File: config.mk
export PLATFORM = sky130hd
export DESIGN_NAME = mnist_image_streamer_flat
export DESIGN_NICKNAME = d
export VERILOG_FILES = /design/src/rtl/mnist_image_streamer_if.sv /design/src/rtl/mnist_image_streamer.sv /design/src/flat_wrapper.sv
export SDC_FILE = /design/constraint.sdc
export NUM_CORES = 1
export LEC_CHECK = 0
export CORE_MARGIN = 5
export CORE_UTILIZATION = 39
export DETAILED_ROUTE_END_ITERATION = 8
export SLEW_MARGIN = 20
export SYNTH_ARGS = -nofsm -noshare
export SYNTH_HDL_FRONTEND = slang
export SYNTH_SLANG_ARGS = --single-unit
File: constraint.sdc
create_clock -name i_clk -period 4.2 [get_ports i_clk]
set_input_delay 0.42 -clock i_clk [delete_from_list [all_inputs] [get_ports i_clk]]
set_output_delay 0.42 -clock i_clk [all_outputs]
set_load 0.1 [all_outputs]
File: src/rtl/mnist_image_streamer_if.sv
// mnist_image_streamer_if
//   Bundles the streamer's host-side buffer/control signals, the link to the
//   MNIST core (ui_in / uio_in[7] out, uio_out[3:0] / uo_out in) and the
//   captured result into one interface.
//   slave  : the streamer itself
//   master : everything around it (host logic, core, testbench)
//   Signals:
//     wr_en, wr_addr[6:0], wr_data[7:0] : buffer write port
//     start                             : begin a transfer
//     busy, done                        : transfer status
//     pixels[7:0], load                 : byte stream into the core
//     dut_index[3:0], dut_value[7:0]    : core class / score
//     result_index[3:0], result_value[7:0] : captured class / score
interface mnist_image_streamer_if;
  logic       wr_en;
  logic [6:0] wr_addr;
  logic [7:0] wr_data;
  logic       start;
  logic       busy;
  logic       done;
  logic [7:0] pixels;
  logic       load;
  logic [3:0] dut_index;
  logic [7:0] dut_value;
  logic [3:0] result_index;
  logic [7:0] result_value;

  modport master (
    output wr_en, wr_addr, wr_data, start, dut_index, dut_value,
    input  busy, done, pixels, load, result_index, result_value
  );

  modport slave (
    input  wr_en, wr_addr, wr_data, start, dut_index, dut_value,
    output busy, done, pixels, load, result_index, result_value
  );
endinterface

File: src/rtl/mnist_image_streamer.sv
// mnist_image_streamer
//   Holds one binarized MNIST image (BYTES bytes, bit i of byte a = pixel
//   8*a+i, row-major) and on start streams it into the core one byte per
//   load strobe, GAP idle cycles between bytes. With capture built in, it
//   then waits RESULT_WAIT cycles and registers the core's class/score.
//   Build option: define MNIST_STREAMER_CAPTURE_EN to build the WAIT state
//   and result capture; otherwise DONE follows the last byte directly and
//   the result outputs are tied to zero.
//   Ports:
//     i_clk   : clock, rising edge
//     i_reset : synchronous, active-high
//     bus     : mnist_image_streamer_if.slave (write port, start, status,
//               pixel stream, core result in, captured result out)
module mnist_image_streamer #(
  parameter int BYTES       = 98,  // image length, <= 128
  parameter int GAP         = 0,   // idle cycles between bytes
  parameter int RESULT_WAIT = 16   // settle cycles before capture, >= 1
) (
  input  logic                    i_clk,
  input  logic                    i_reset,
  mnist_image_streamer_if.slave   bus
);

  localparam int CW = (BYTES > 1) ? $clog2(BYTES) : 1;
  localparam int GW = (GAP > 1) ? $clog2(GAP) : 1;
  localparam logic [CW-1:0] LAST_BYTE = CW'(BYTES - 1);
  localparam logic [GW-1:0] GAP_LAST  = (GAP > 0) ? GW'(GAP - 1) : '0;
  localparam logic [7:0]    BYTES_W   = 8'(BYTES);

  typedef enum logic [2:0] {
    S_IDLE,
    S_SEND,
    S_GAP,
    S_WAIT,
    S_DONE
  } state_t;

  typedef struct packed {
    logic [3:0] index;
    logic [7:0] value;
  } result_t;

  state_t        r_state, w_next;
  logic [7:0]    r_buf [BYTES];
  logic [CW-1:0] r_count;
  logic [GW-1:0] r_gcnt;
  logic [7:0]    r_pixels;
  logic [7:0]    w_rd_byte;
  logic          w_last_byte;
  logic          w_wr_ok;

`ifdef MNIST_STREAMER_CAPTURE_EN
  localparam int WW = (RESULT_WAIT > 1) ? $clog2(RESULT_WAIT) : 1;
  localparam logic [WW-1:0] WAIT_LAST  = WW'(RESULT_WAIT - 1);
  localparam state_t        AFTER_SEND = S_WAIT;
  logic [WW-1:0] r_wcnt;
  result_t       r_result;
`else
  localparam state_t        AFTER_SEND = S_DONE;
`endif

  assign w_rd_byte   = r_buf[r_count];
  assign w_last_byte = (r_count == LAST_BYTE);

  // Buffer writes only when not streaming; out-of-range addresses dropped.
  // A write in the start cycle lands before the first read, so the
  // streamed image reflects it.
  assign w_wr_ok = bus.wr_en && (r_state == S_IDLE || r_state == S_DONE) &&
                   ({1'b0, bus.wr_addr} < BYTES_W);

  // Buffer has no reset: image survives a reset of the control path.
  always_ff @(posedge i_clk) begin
    if (w_wr_ok) r_buf[bus.wr_addr[CW-1:0]] <= bus.wr_data;
  end

  // ---------------- FSM ----------------
  always_ff @(posedge i_clk) begin
    if (i_reset) r_state <= S_IDLE;
    else         r_state <= w_next;
  end

  always_comb begin
    w_next = r_state;
    case (r_state)
      S_IDLE, S_DONE: if (bus.start) w_next = S_SEND;
      S_SEND: begin
        if (w_last_byte)  w_next = AFTER_SEND;
        else if (GAP > 0) w_next = S_GAP;
      end
      S_GAP:  if (r_gcnt == GAP_LAST) w_next = S_SEND;
`ifdef MNIST_STREAMER_CAPTURE_EN
      S_WAIT: if (r_wcnt == WAIT_LAST) w_next = S_DONE;
`endif
      default: w_next = S_IDLE;
    endcase
  end

  // Byte / gap counters and last-byte hold register
  always_ff @(posedge i_clk) begin
    if (i_reset) begin
      r_count  <= '0;
      r_gcnt   <= '0;
      r_pixels <= '0;
    end else begin
      case (r_state)
        S_IDLE, S_DONE: if (bus.start) r_count <= '0;
        S_SEND: begin
          r_pixels <= w_rd_byte;
          r_gcnt   <= '0;
          // with no gap the next byte follows immediately
          if (!w_last_byte && GAP == 0) r_count <= r_count + 1'b1;
        end
        S_GAP: begin
          if (r_gcnt == GAP_LAST) r_count <= r_count + 1'b1;
          else                    r_gcnt  <= r_gcnt + 1'b1;
        end
        default: ;
      endcase
    end
  end

  // ---------------- result capture ----------------
`ifdef MNIST_STREAMER_CAPTURE_EN
  always_ff @(posedge i_clk) begin
    if (i_reset) begin
      r_wcnt   <= '0;
      r_result <= '0;
    end else if (r_state == S_SEND) begin
      r_wcnt <= '0;
    end else if (r_state == S_WAIT) begin
      r_wcnt <= r_wcnt + 1'b1;
      // core output sampled on the last settle cycle; held until next capture
      if (r_wcnt == WAIT_LAST) r_result <= {bus.dut_index, bus.dut_value};
    end
  end

  assign bus.result_index = r_result.index;
  assign bus.result_value = r_result.value;
`else
  wire w_unused_dut = ^{bus.dut_index, bus.dut_value};
  assign bus.result_index = '0;
  assign bus.result_value = '0;
`endif

  // ---------------- outputs ----------------
  assign bus.load   = (r_state == S_SEND);
  assign bus.pixels = (r_state == S_SEND) ? w_rd_byte : r_pixels;
  assign bus.busy   = (r_state == S_SEND) || (r_state == S_GAP) || (r_state == S_WAIT);
  assign bus.done   = (r_state == S_DONE);

endmodule
File: src/flat_wrapper.sv
// flat-port wrapper written by rule: the top's interface ports become plain ports
module mnist_image_streamer_flat 
#(
  parameter int BYTES       = 98,                         
  parameter int GAP         = 0,                               
  parameter int RESULT_WAIT = 16                                        
)
  (i_clk, i_reset, bus_wr_en, bus_wr_addr, bus_wr_data, bus_start, bus_dut_index, bus_dut_value, bus_busy, bus_done, bus_pixels, bus_load, bus_result_index, bus_result_value);
  mnist_image_streamer_if bus_i ();
  input  logic i_clk;
  input  logic i_reset;
  input wire logic [$bits(bus_i.wr_en)-1:0] bus_wr_en;
  input wire logic [$bits(bus_i.wr_addr)-1:0] bus_wr_addr;
  input wire logic [$bits(bus_i.wr_data)-1:0] bus_wr_data;
  input wire logic [$bits(bus_i.start)-1:0] bus_start;
  input wire logic [$bits(bus_i.dut_index)-1:0] bus_dut_index;
  input wire logic [$bits(bus_i.dut_value)-1:0] bus_dut_value;
  output wire logic [$bits(bus_i.busy)-1:0] bus_busy;
  output wire logic [$bits(bus_i.done)-1:0] bus_done;
  output wire logic [$bits(bus_i.pixels)-1:0] bus_pixels;
  output wire logic [$bits(bus_i.load)-1:0] bus_load;
  output wire logic [$bits(bus_i.result_index)-1:0] bus_result_index;
  output wire logic [$bits(bus_i.result_value)-1:0] bus_result_value;
  assign bus_i.wr_en = bus_wr_en;
  assign bus_i.wr_addr = bus_wr_addr;
  assign bus_i.wr_data = bus_wr_data;
  assign bus_i.start = bus_start;
  assign bus_i.dut_index = bus_dut_index;
  assign bus_i.dut_value = bus_dut_value;
  assign bus_busy = bus_i.busy;
  assign bus_done = bus_i.done;
  assign bus_pixels = bus_i.pixels;
  assign bus_load = bus_i.load;
  assign bus_result_index = bus_i.result_index;
  assign bus_result_value = bus_i.result_value;
  mnist_image_streamer #(.BYTES(BYTES), .GAP(GAP), .RESULT_WAIT(RESULT_WAIT)) u_core (.i_clk(i_clk), .i_reset(i_reset), .bus(bus_i));
endmodule
==> flow_metrics.env <==
export IMPL_status="complete, no violations"
export IMPL_path_class="flop to primary output"
export IMPL_max_freq_mhz=248.5
export IMPL_arrival_ns=3.60
export IMPL_hold_path_cell_count=1
export IMPL_grt_overflow=0
export IMPL_crit_slowest_cell="or4_1"
export IMPL_crit_family="simple AND/OR/NAND/NOR gates"
export IMPL_design_portCount=54
export IMPL_ant_nets=0
export IMPL_dr_pass1_iters=5
export IMPL_synth_yosys_seq_area_share_pct=74.76
export IMPL_ir_drop_v=0.0003418
export IMPL_post_drt_via_cell_ratio=5.447
export IMPL_fin_cells=2959
export IMPL_grt_pass1_wl_mm=109.7
export IMPL_grtUsageTotal_pct=16.53
export IMPL_drv_cap=0
export IMPL_post_cts_setup_buffers=5
export IMPL_holdBufCountCts=0
export IMPL_cp_start_kind="flop"
export IMPL_htreeDepth=3
export IMPL_ys_ff_latch=808
export IMPL_min_path_type="input port to flop"
export IMPL_fin_setup_tns_ns=0
export IMPL_wl_per_cell_microns=25.14
export IMPL_rsz0062_at_grt="false"
export IMPL_start_util_pct=39.26
export IMPL_required_ns=3.78
export IMPL_first_global_vias=16440
export IMPL_hpwl_mm=45.62
export IMPL_netlist_area_sq_mm=0.03213
export IMPL_synthDistinctLibCells=63
export IMPL_setup_violations=0
export IMPL_avgSynthCellArea_sq_um=19.47
export IMPL_maxSlewHeadroom_pct=25.26
export IMPL_remaining_drc_errors=0
export IMPL_drive_above_1_share_pct=22.55
export IMPL_rr_worst_depth=7
export IMPL_worst_pin_slew_ns=1.121
export IMPL_worst_setup_hold_path_clk_slew_ns=0.06
export IMPL_powerDensity_mw_per_mm2=455.6
export IMPL_synthArstFlopShare_pct=0
export IMPL_ys_warn_count=0
export IMPL_routed_wl_mm=74.38
export IMPL_dieArea_sq_mm=0.08823
export IMPL_worstPathCellList="buf_4 -> or2b_2 -> nor3_1 -> or4_1 -> nor4_2 -> o22ai_2 -> nor2_1 -> buf_12"
export IMPL_tritoncts="built"
export IMPL_place_congestion=0.8135
export IMPL_clk_latency_ns=0.62
export IMPL_leakagePower_nw=11.44
export IMPL_fin_crit_ns=4.025
export IMPL_num_antenna_cells=0
export IMPL_clk_path_buf_depth=3
export IMPL_row_count=105
export IMPL_fp_coreArea_sq_mm=0.08185
export IMPL_vias=16120
export IMPL_cp_num_cells=8
export IMPL_chipHeight_microns=297.0
export IMPL_nets=1857
export IMPL_grt_start_max_net_pins=99
export IMPL_portBuffers=29
export IMPL_hold_slack_ns=0.2386
export IMPL_finalCritPeriodShare_pct=95.83
export IMPL_numCtsBuffers=84
export IMPL_cp_end_kind="primary output"
export IMPL_syn_to_final_growth_pct=14.89
export IMPL_die_w_microns=297.0
export IMPL_drt_iter0_markers=1719
export IMPL_synthFlopType="edfxtp_1"
export IMPL_cts_resized=0
export IMPL_place_inst=2800
export IMPL_antenna_found_initial=2
export IMPL_synth_edf_count=784
export IMPL_fin_worst_skew_ns=0.02207
export IMPL_critPathMaxStageDelay_ns=0.55
export IMPL_synthCells=1650
export IMPL_finalHoldViolCount=0
export IMPL_critPathMaxFanout=14
export IMPL_clock_sinks=808
export IMPL_crit_buf_inv=2
export IMPL_maxSlewViolCount=0
export IMPL_clockRootBuffer="clkbuf_16"
-- cells by family after synthesis --
family | Yosys count | synth area share, %
XOR/XNOR | 6 | 0.1635
AND/OR/NAND/NOR | 254 | 3.699
buffers and inverters | 105 | 2.679
other | 1 | 0.01167
AO/OA/AOI/OAI | 167 | 3.800
multiplexers | 307 | 14.80
adder cells (fa/ha/maj) | 2 | 0.07787
flip-flops | 808 | 74.76
-- cell type report --
class | instances | area, sq um
well taps | 1070 | 1339
inverters | 5 | 18.77
fillers | 6915 | 44930
flip-flops and latches | 808 | 24040
multi-input cells | 748 | 7289
clock buffers | 103 | 2226
repair buffers | 177 | 1605
clock inverters | 48 | 400.4
-- flip-flops by register name (all words and copies together), names as in the netlist, named ones only --
| name | cells |
|---|---|
| u_core.r_buf | 784 |
| u_core.r_state | 2 |
| u_core.r_pixels | 8 |
| u_core.r_count | 7 |
-- layout by cell type, fill, tap and decap left out, types with 6 or more instances in the layout --
master           instances
a21oi_1                 26
a221oi_1                14
a22oi_1                 68
a31oi_1                  8
and2_1                   7
buf_12                  17
buf_4                  143
bufinv_16                6
clkbuf_1                16
clkbuf_16               86
clkdlybuf4s50_1         13
clkinv_1                20
clkinv_2                15
conb_1                  12
dfxtp_1                 19
edfxtp_1               784
mux2_2                  23
mux2i_1                158
mux4_1                  21
mux4_2                 105
nand2_1                 35
nand3_1                 13
nor2_1                 130
nor2b_1                 23
nor3_1                  10
o21ai_1                  7
o22ai_1                 12
xor2_1                   6
-- synth_stat cells, types with 20 or more instances --
master    count  area share (%)
edfxtp_1    784              73
mux2i_1     158             4.9
nor2_1      130             1.5
mux4_2      105             7.4
a22oi_1      68             1.6
nand2_1      35            0.41
buf_4        31            0.72
a21oi_1      26            0.40
dfxtp_1      24             1.5
mux2_2       23            0.81
nor2b_1      23            0.45
mux4_1       21             1.7
clkbuf_1     20            0.23
-- worst reg2reg max path: cells and delay by family (launching register included) --
family / cells / cell delay [ns]
flip-flops: 1 / 0.53
buffers and inverters: 2 / 0.38
AND/OR/NAND/NOR: 1 / 0.07
multiplexers: 2 / 1.14
AO/OA/AOI/OAI: 2 / 0.56
-- metal layers --
metal  vias to the layer above  track usage, %  share of wire [%]
met4                         0           4.431                2.1
met5                         -               0                  0
met1                      8440           24.12                 44
met3                        89           2.511                6.2
li1                       7050               -                  -
met2                       539           26.27                 47
-- metrics by stage --
stage          power, mW  setup WS (ns)  cell area (sq um)  util (%)
6_report           16.82         0.1752              36920     45.10
5_1_grt            17.36       0.001326              36920     45.10
4_1_cts            16.95        0.05352              36840     45.01
3_5_place_dp       9.862         0.4217              34150     41.72
3_3_place_gp       9.847         0.4321              34150     41.72
2_1_floorplan      9.552         0.4975              32170         -
-- power breakdown --
part	switching, mW	internal, mW
clock network	2.98	4.13
registers	0.0160	8.86
logic	0.552	0.277
total	3.55	13.3
-- path summary, 6_finish.rpt --
kind,startpoint,to,slack [ns]
worst max register to register,flop,u_core.r_pixels[4]$_SDFF_PP0_,1.36
worst max-delay path,flop,bus_pixels[5],0.18
worst min register to register,u_core.r_pixels[7]$_SDFF_PP0_,u_core.r_pixels[7]$_SDFF_PP0_,0.53
worst min-delay path,bus_wr_data[3],u_core.r_buf[3][3]$_DFFE_PP_,0.24
(Power assumes the default switching activity.)
